$ cat src/rtl/clock_pkg.sv
// Shared types and default timing for the clock front-panel controller.
// Defaults assume a 50 MHz system clock.
package clock_pkg;

    typedef enum logic [1:0] {
        ModeRun   = 2'd0,
        ModeSetH  = 2'd1,
        ModeSetMi = 2'd2,
        ModeSetS  = 2'd3
    } mode_e;

    localparam int unsigned DefHoldCycles    = 50_000_000;
    localparam int unsigned DefRepeatCycles  = 10_000_000;
    localparam int unsigned DefBlinkCycles   = 25_000_000;
    localparam int unsigned DefTimeoutCycles = 500_000_000;

    function automatic mode_e next_mode(input mode_e m);
        mode_e n;
        unique case (m)
            ModeRun:   n = ModeSetH;
            ModeSetH:  n = ModeSetMi;
            ModeSetMi: n = ModeSetS;
            default:   n = ModeRun;
        endcase
        return n;
    endfunction

endpackage

$ cat src/rtl/btn_conditioner.sv
// Push-button front end: 2-flop synchroniser, rising-edge detect and
// hold-to-auto-repeat timer (repeat disabled when REPEAT_EN is 0).
module btn_conditioner
    import clock_pkg::*;
#(
    parameter int unsigned HOLD_CYCLES   = DefHoldCycles,
    parameter int unsigned REPEAT_CYCLES = DefRepeatCycles,
    parameter bit          REPEAT_EN     = 1'b1
) (
    input  logic clk,
    input  logic rst,
    input  logic btn_i,
    input  logic clr_i,
    output logic level_o,
    output logic rise_o,
    output logic rpt_o
);
    localparam int unsigned MaxCycles =
        (HOLD_CYCLES > REPEAT_CYCLES) ? HOLD_CYCLES : REPEAT_CYCLES;
    localparam int unsigned CntW = $clog2(MaxCycles) + 1;
    localparam logic [CntW-1:0] HoldCnt = CntW'(HOLD_CYCLES);
    localparam logic [CntW-1:0] RepCnt  = CntW'(REPEAT_CYCLES);

    logic            sync1_q, sync2_q, prev_q;
    logic            armed_q, armed_d;
    logic            rep_phase_q, rep_phase_d;
    logic [CntW-1:0] cnt_q, cnt_d;

    assign level_o = sync2_q;
    assign rise_o  = sync2_q & ~prev_q;

    // cnt_q equals the number of cycles since the last pulse while armed.
    always_comb begin
        cnt_d       = cnt_q;
        armed_d     = armed_q;
        rep_phase_d = rep_phase_q;
        rpt_o       = 1'b0;
        if (!REPEAT_EN || clr_i || !sync2_q) begin
            cnt_d       = '0;
            armed_d     = 1'b0;
            rep_phase_d = 1'b0;
        end else if (rise_o) begin
            cnt_d       = CntW'(1);
            armed_d     = 1'b1;
            rep_phase_d = 1'b0;
        end else if (armed_q) begin
            if (cnt_q == (rep_phase_q ? RepCnt : HoldCnt)) begin
                rpt_o       = 1'b1;
                cnt_d       = CntW'(1);
                rep_phase_d = 1'b1;
            end else begin
                cnt_d = cnt_q + CntW'(1);
            end
        end
    end

    always_ff @(posedge clk or posedge rst) begin
        if (rst) begin
            sync1_q     <= 1'b0;
            sync2_q     <= 1'b0;
            prev_q      <= 1'b0;
            armed_q     <= 1'b0;
            rep_phase_q <= 1'b0;
            cnt_q       <= '0;
        end else begin
            sync1_q     <= btn_i;
            sync2_q     <= sync1_q;
            prev_q      <= sync2_q;
            armed_q     <= armed_d;
            rep_phase_q <= rep_phase_d;
            cnt_q       <= cnt_d;
        end
    end

endmodule

$ cat src/rtl/clock_set_ctrl.sv
// Front-panel controller: mode FSM (RUN / SET_H / SET_MI / SET_S), counter enables,
// adjust pulses, display blink and idle timeout back to RUN. All outputs registered.
module clock_set_ctrl
    import clock_pkg::*;
#(
    parameter int unsigned HOLD_CYCLES    = DefHoldCycles,
    parameter int unsigned REPEAT_CYCLES  = DefRepeatCycles,
    parameter int unsigned BLINK_CYCLES   = DefBlinkCycles,
    parameter int unsigned TIMEOUT_CYCLES = DefTimeoutCycles
) (
    input  logic       clk,
    input  logic       rst,
    input  logic       btn_mode,
    input  logic       btn_up,
    input  logic       btn_down,
    output logic [1:0] mode,
    output logic       enable_pulse_1s,
    output logic       enable_cnt_h,
    output logic       enable_cnt_mi,
    output logic       enable_cnt_s,
    output logic       increase_h,
    output logic       decrease_h,
    output logic       increase_mi,
    output logic       decrease_mi,
    output logic       increase_s,
    output logic       decrease_s,
    output logic       blink
);
    localparam int unsigned IdleW  = $clog2(TIMEOUT_CYCLES) + 1;
    localparam int unsigned BlinkW = $clog2(BLINK_CYCLES) + 1;
    localparam logic [IdleW-1:0]  IdleLast  = IdleW'(TIMEOUT_CYCLES);
    localparam logic [BlinkW-1:0] BlinkLast = BlinkW'(BLINK_CYCLES - 1);

    logic mode_rise, unused_mode_lvl, unused_mode_rpt;
    logic up_rise, up_lvl, up_rpt;
    logic dn_rise, dn_lvl, dn_rpt;
    logic up_ev, dn_ev, adj_up, adj_dn, adj_any;

    mode_e             mode_q, mode_d;
    logic [IdleW-1:0]  idle_q, idle_d;
    logic [BlinkW-1:0] bcnt_q, bcnt_d;
    logic              blink_q, blink_d;
    logic [3:0]        en_q, en_d;   // {pulse_1s, h, mi, s}
    logic [5:0]        adj_q, adj_d; // {dec_s, inc_s, dec_mi, inc_mi, dec_h, inc_h}

    btn_conditioner #(
        .HOLD_CYCLES  (HOLD_CYCLES),
        .REPEAT_CYCLES(REPEAT_CYCLES),
        .REPEAT_EN    (1'b0)
    ) u_mode (
        .clk    (clk),
        .rst    (rst),
        .btn_i  (btn_mode),
        .clr_i  (1'b0),
        .level_o(unused_mode_lvl),
        .rise_o (mode_rise),
        .rpt_o  (unused_mode_rpt)
    );

    btn_conditioner #(
        .HOLD_CYCLES  (HOLD_CYCLES),
        .REPEAT_CYCLES(REPEAT_CYCLES),
        .REPEAT_EN    (1'b1)
    ) u_up (
        .clk    (clk),
        .rst    (rst),
        .btn_i  (btn_up),
        .clr_i  (mode_rise),
        .level_o(up_lvl),
        .rise_o (up_rise),
        .rpt_o  (up_rpt)
    );

    btn_conditioner #(
        .HOLD_CYCLES  (HOLD_CYCLES),
        .REPEAT_CYCLES(REPEAT_CYCLES),
        .REPEAT_EN    (1'b1)
    ) u_down (
        .clk    (clk),
        .rst    (rst),
        .btn_i  (btn_down),
        .clr_i  (mode_rise),
        .level_o(dn_lvl),
        .rise_o (dn_rise),
        .rpt_o  (dn_rpt)
    );

    always_comb begin
        // Repeats need the opposite button released; a mode edge overrides any adjust.
        up_ev   = up_rise | (up_rpt & ~dn_lvl);
        dn_ev   = dn_rise | (dn_rpt & ~up_lvl);
        adj_up  = up_ev & ~dn_ev & ~mode_rise & (mode_q != ModeRun);
        adj_dn  = dn_ev & ~up_ev & ~mode_rise & (mode_q != ModeRun);
        adj_any = adj_up | adj_dn;

        mode_d = mode_q;
        idle_d = idle_q;
        if (mode_rise) begin
            mode_d = next_mode(mode_q);
            idle_d = '0;
        end else if (mode_q == ModeRun || adj_any) begin
            idle_d = '0;
        end else if (idle_q == IdleLast) begin
            mode_d = ModeRun;
            idle_d = '0;
        end else begin
            idle_d = idle_q + IdleW'(1);
        end

        blink_d = blink_q;
        bcnt_d  = bcnt_q;
        if (mode_d != mode_q || adj_any || mode_d == ModeRun) begin
            blink_d = 1'b1;
            bcnt_d  = '0;
        end else if (bcnt_q == BlinkLast) begin
            blink_d = ~blink_q;
            bcnt_d  = '0;
        end else begin
            bcnt_d = bcnt_q + BlinkW'(1);
        end

        unique case (mode_d)
            ModeRun:   en_d = 4'b1111;
            ModeSetH:  en_d = 4'b0100;
            ModeSetMi: en_d = 4'b0010;
            default:   en_d = 4'b0001;
        endcase

        unique case (mode_q)
            ModeSetH:  adj_d = {4'b0000, adj_dn, adj_up};
            ModeSetMi: adj_d = {2'b00, adj_dn, adj_up, 2'b00};
            ModeSetS:  adj_d = {adj_dn, adj_up, 4'b0000};
            default:   adj_d = 6'b000000;
        endcase
    end

    always_ff @(posedge clk or posedge rst) begin
        if (rst) begin
            mode_q  <= ModeRun;
            idle_q  <= '0;
            bcnt_q  <= '0;
            blink_q <= 1'b1;
            en_q    <= 4'b0000;
            adj_q   <= 6'b000000;
        end else begin
            mode_q  <= mode_d;
            idle_q  <= idle_d;
            bcnt_q  <= bcnt_d;
            blink_q <= blink_d;
            en_q    <= en_d;
            adj_q   <= adj_d;
        end
    end

    assign mode            = mode_q;
    assign blink           = blink_q;
    assign enable_pulse_1s = en_q[3];
    assign enable_cnt_h    = en_q[2];
    assign enable_cnt_mi   = en_q[1];
    assign enable_cnt_s    = en_q[0];
    assign increase_h      = adj_q[0];
    assign decrease_h      = adj_q[1];
    assign increase_mi     = adj_q[2];
    assign decrease_mi     = adj_q[3];
    assign increase_s      = adj_q[4];
    assign decrease_s      = adj_q[5];

endmodule

$ cat config.mk
export PLATFORM = sky130hd
export DESIGN_NAME = clock_set_ctrl
export DESIGN_NICKNAME = d
export VERILOG_FILES = /design/src/rtl/clock_pkg.sv /design/src/rtl/btn_conditioner.sv /design/src/rtl/clock_set_ctrl.sv
export SDC_FILE = /design/constraint.sdc
export NUM_CORES = 1
export LEC_CHECK = 0
export CORE_UTILIZATION = 45
export CTS_CLUSTER_DIAMETER = 60
export CTS_CLUSTER_SIZE = 20
export DETAILED_ROUTE_END_ITERATION = 10
export PLACE_DENSITY = 0.65
export SYNTH_ARGS = -nofsm -noshare
export SYNTH_HDL_FRONTEND = slang
export SYNTH_HIERARCHICAL = 1
export SYNTH_SLANG_ARGS = --single-unit
$ cat constraint.sdc
create_clock -name clk -period 8.75 [get_ports clk]
set_input_delay 2.625 -clock clk [delete_from_list [all_inputs] [get_ports clk]]
set_output_delay 2.625 -clock clk [all_outputs]
set_load 0.05 [all_outputs]
==> impl_metrics.csv <==
group,metric,value,unit
pwr,power.switching,0.000458,W
clocking,clockBufferDepth,2,
worst_setup_path,cpPeakStageDelay,800,ps
worst_setup_path,arrival,1750,ps
timing,setup_viol,0,
route,drt_wl_total,15400,um
hold_path,min_path_type,"reg -> reg",
floorplanning,die_w,131,um
placement,port_buffers,17,
placement,dp_hpwl,10600,um
floorplanning,die-area,17000,sq um
worst_setup_path,critPathLaunchType,"flop",
floorplanning,die_h,131,um
placement,gp_congestion,0.826,
clocking,hold_buffers,0,
pwr,vdd_drop_max,0.154,mV
timing,max-slew-margin-rel,0.256,
route,wl_per_cell,15.4,um
layout,area_growth,11.9,%
synthesis,syn_area,7440,sq um
clocking,post_cts.repair.setup_buffers,0,
global_route,grt_pass1_vias,5594,
layout,nets,789,
timing,fin_tns_setup,0,ps
clocking,cts.sinks,136,
placement,placed_area,7730,sq um
timing,finalCritPeriodShare,0.500,
worst_setup_path,required,6120,ps
route,final_antenna_net_count,0,
synthesis,ys_warn_count,6,
status,status,"completed",
timing,rsz0062_at_grt,"no",
job,maxCapViolations,0,
timing,slew_violations,0,
worst_setup_path,crit_path_max_fanout,2,
worst_setup_path,crit_type,"reg -> out",
layout,fin_cells,997,
floorplanning,initial_utilization,0.465,
route,drt_iter0_markers,342,
clocking,clk_latency,420,ps
placement,dp.cells,967,
layout,fillers,1445,
worst_setup_path,cp_top_family,"buffers and inverters",
clocking,htree_num_levels,4,
layout,diodes,0,
worst_setup_path,crit_slowest_cell,"clkdlybuf4s50_1",
pwr,pwr-share-comb,0.154,
global_route,antenna_found_initial,0,
synthesis,synthesis.nets,773,
timing,hold_viol,0,
timing,timing.fmax,0.229,GHz
worst_setup_path,crit_path_cell_trace,"clkdlybuf4s50_1",
route,avgViaCountPerCell,5.68,
floorplanning,rows,46,
clocking,clk_pin_slew_worst_paths,50,ps
global_route,grt_pass1_wl,26800,um
layout,final_area,8320,sq um
timing,fin_crit,4370,ps
pwr,powerDensity,198,nW/um^2
synthesis,synth.avg_cell_area,9.86,sq um
synthesis,syn_inst,754,
global_route,grt_use_total,0.202,
pwr,internal_power,0.00119,W
pwr,p_leak,3.23,nW
worst_setup_path,end_kind,"output pin",
route,vias,5664,
clocking,cts_root_buf,"clkbuf_16",
timing,worst_pin_slew,1110,ps
global_route,gr-total-overflow,0,
worst_setup_path,cp.buffers_inverters,1,
clocking,ctsResizeCount,0,
clocking,cts_buffers,17,
layout,drive_above_1_share,0.0960,
floorplanning,coreArea,16000,sq um
pwr,switching_share,0.278,
pwr,clkPwrFrac,0.431,
global_route,grt_max_degree,70,
clocking,cts_tree,"yes",
route,drc,0,
route,first_pass_iters,6,
floorplanning,pin_count,18,
timing,finClkSkew,7.38,ps
pwr,sequentialPowerShare,0.415,
-- state kept, by name, indices dropped and copies added, names as in the netlist, 2 cells and up --
name	cells
idle_q	30
u_down/cnt_q	27
u_up/cnt_q	27
bcnt_q	26
adj_q	6
en_q	4
mode	2
-- power by group through the flow --
| stage | logic [W] | registers, W | clock network (W) |
|---|---|---|---|
| global placement | 0.000252 | 0.000690 | 0 |
| global route | 0.000278 | 0.000686 | 0.000755 |
| CTS | 0.000258 | 0.000682 | 0.000727 |
| floorplan | 0.000147 | 0.000738 | 0 |
| finish | 0.000253 | 0.000682 | 0.000709 |
| detailed placement | 0.000257 | 0.000693 | 0 |
-- layout by cell type (no fill, tap or decap), types with 3 or more instances in the layout --
master / n
and3_1: 14
nor3_1: 34
a31oi_1: 4
dfrtp_1: 135
or4_1: 18
clkbuf_16: 17
a211oi_2: 14
nor2b_1: 3
xor2_1: 47
nand4_1: 30
nand3b_1: 5
or3_1: 16
clkdlybuf4s50_1: 17
or4_4: 4
o21ai_0: 19
nor2_1: 75
clkinvlp_4: 3
nand3_1: 46
a21oi_1: 8
a211oi_1: 12
nor4b_1: 5
inv_1: 33
or2_2: 3
and4_1: 12
nor4_1: 22
clkbuf_8: 5
buf_4: 7
o31ai_1: 10
nand2b_1: 8
o21a_1: 7
nand2_1: 56
ha_1: 14
nor3b_1: 8
and2_1: 4
xnor2_1: 28
-- cell type report --
cell class,count,area (sq um),area share
clock buffers,23,498,0.0598
flip-flops and latches,136,3400,0.409
multi-input cells,557,3710,0.445
inverters,34,128,0.0153
well taps,216,270,0.0325
clock inverters,7,92.6,0.0111
repair buffers,24,223,0.0268
-- routing by layer --
layer	GRT usage	up-vias	routed length [um]
met5	0	-	0
met4	0.0548	0	127
met3	0.0562	12	601
met2	0.330	99	7570
met1	0.262	2790	7100
li1	-	2763	-
-- metrics by stage --
step | setup slack, ps | hold WS (ps) | total power, W | utilization
after CTS | 4350 | 357 | 0.00167 | 0.520
final | 4380 | 353 | 0.00164 | 0.520
after floorplan | 4390 | 331 | 0.000885 | -
after detailed placement | 4810 | 344 | 0.000950 | 0.483
after global placement | 4810 | 332 | 0.000942 | 0.483
after global routing | 4310 | 360 | 0.00172 | 0.520
-- path summary, 6_finish.rpt --
path                            cells past startpoint                  endpoint                 startpoint  slack [ps]
worst min register to register                      0  u_mode/level_o$_DFF_PP0_   u_mode/sync1_q$_DFF_PP0_         350
min in group asynchronous                           2  u_down/sync1_q$_DFF_PP0_                        rst        2450
max in group asynchronous                           3      idle_q[25]$_DFF_PP0_                        rst        5320
worst min-delay path                                0  u_mode/level_o$_DFF_PP0_   u_mode/sync1_q$_DFF_PP0_         350
worst max-delay path                                1                     blink          blink$_DFFE_PP1P_        4380
worst max register to register                     15      bcnt_q[18]$_DFF_PP0_  u_up/cnt_q[0]$_DFFE_PP0P_        5160
(Power assumes the default switching activity.)
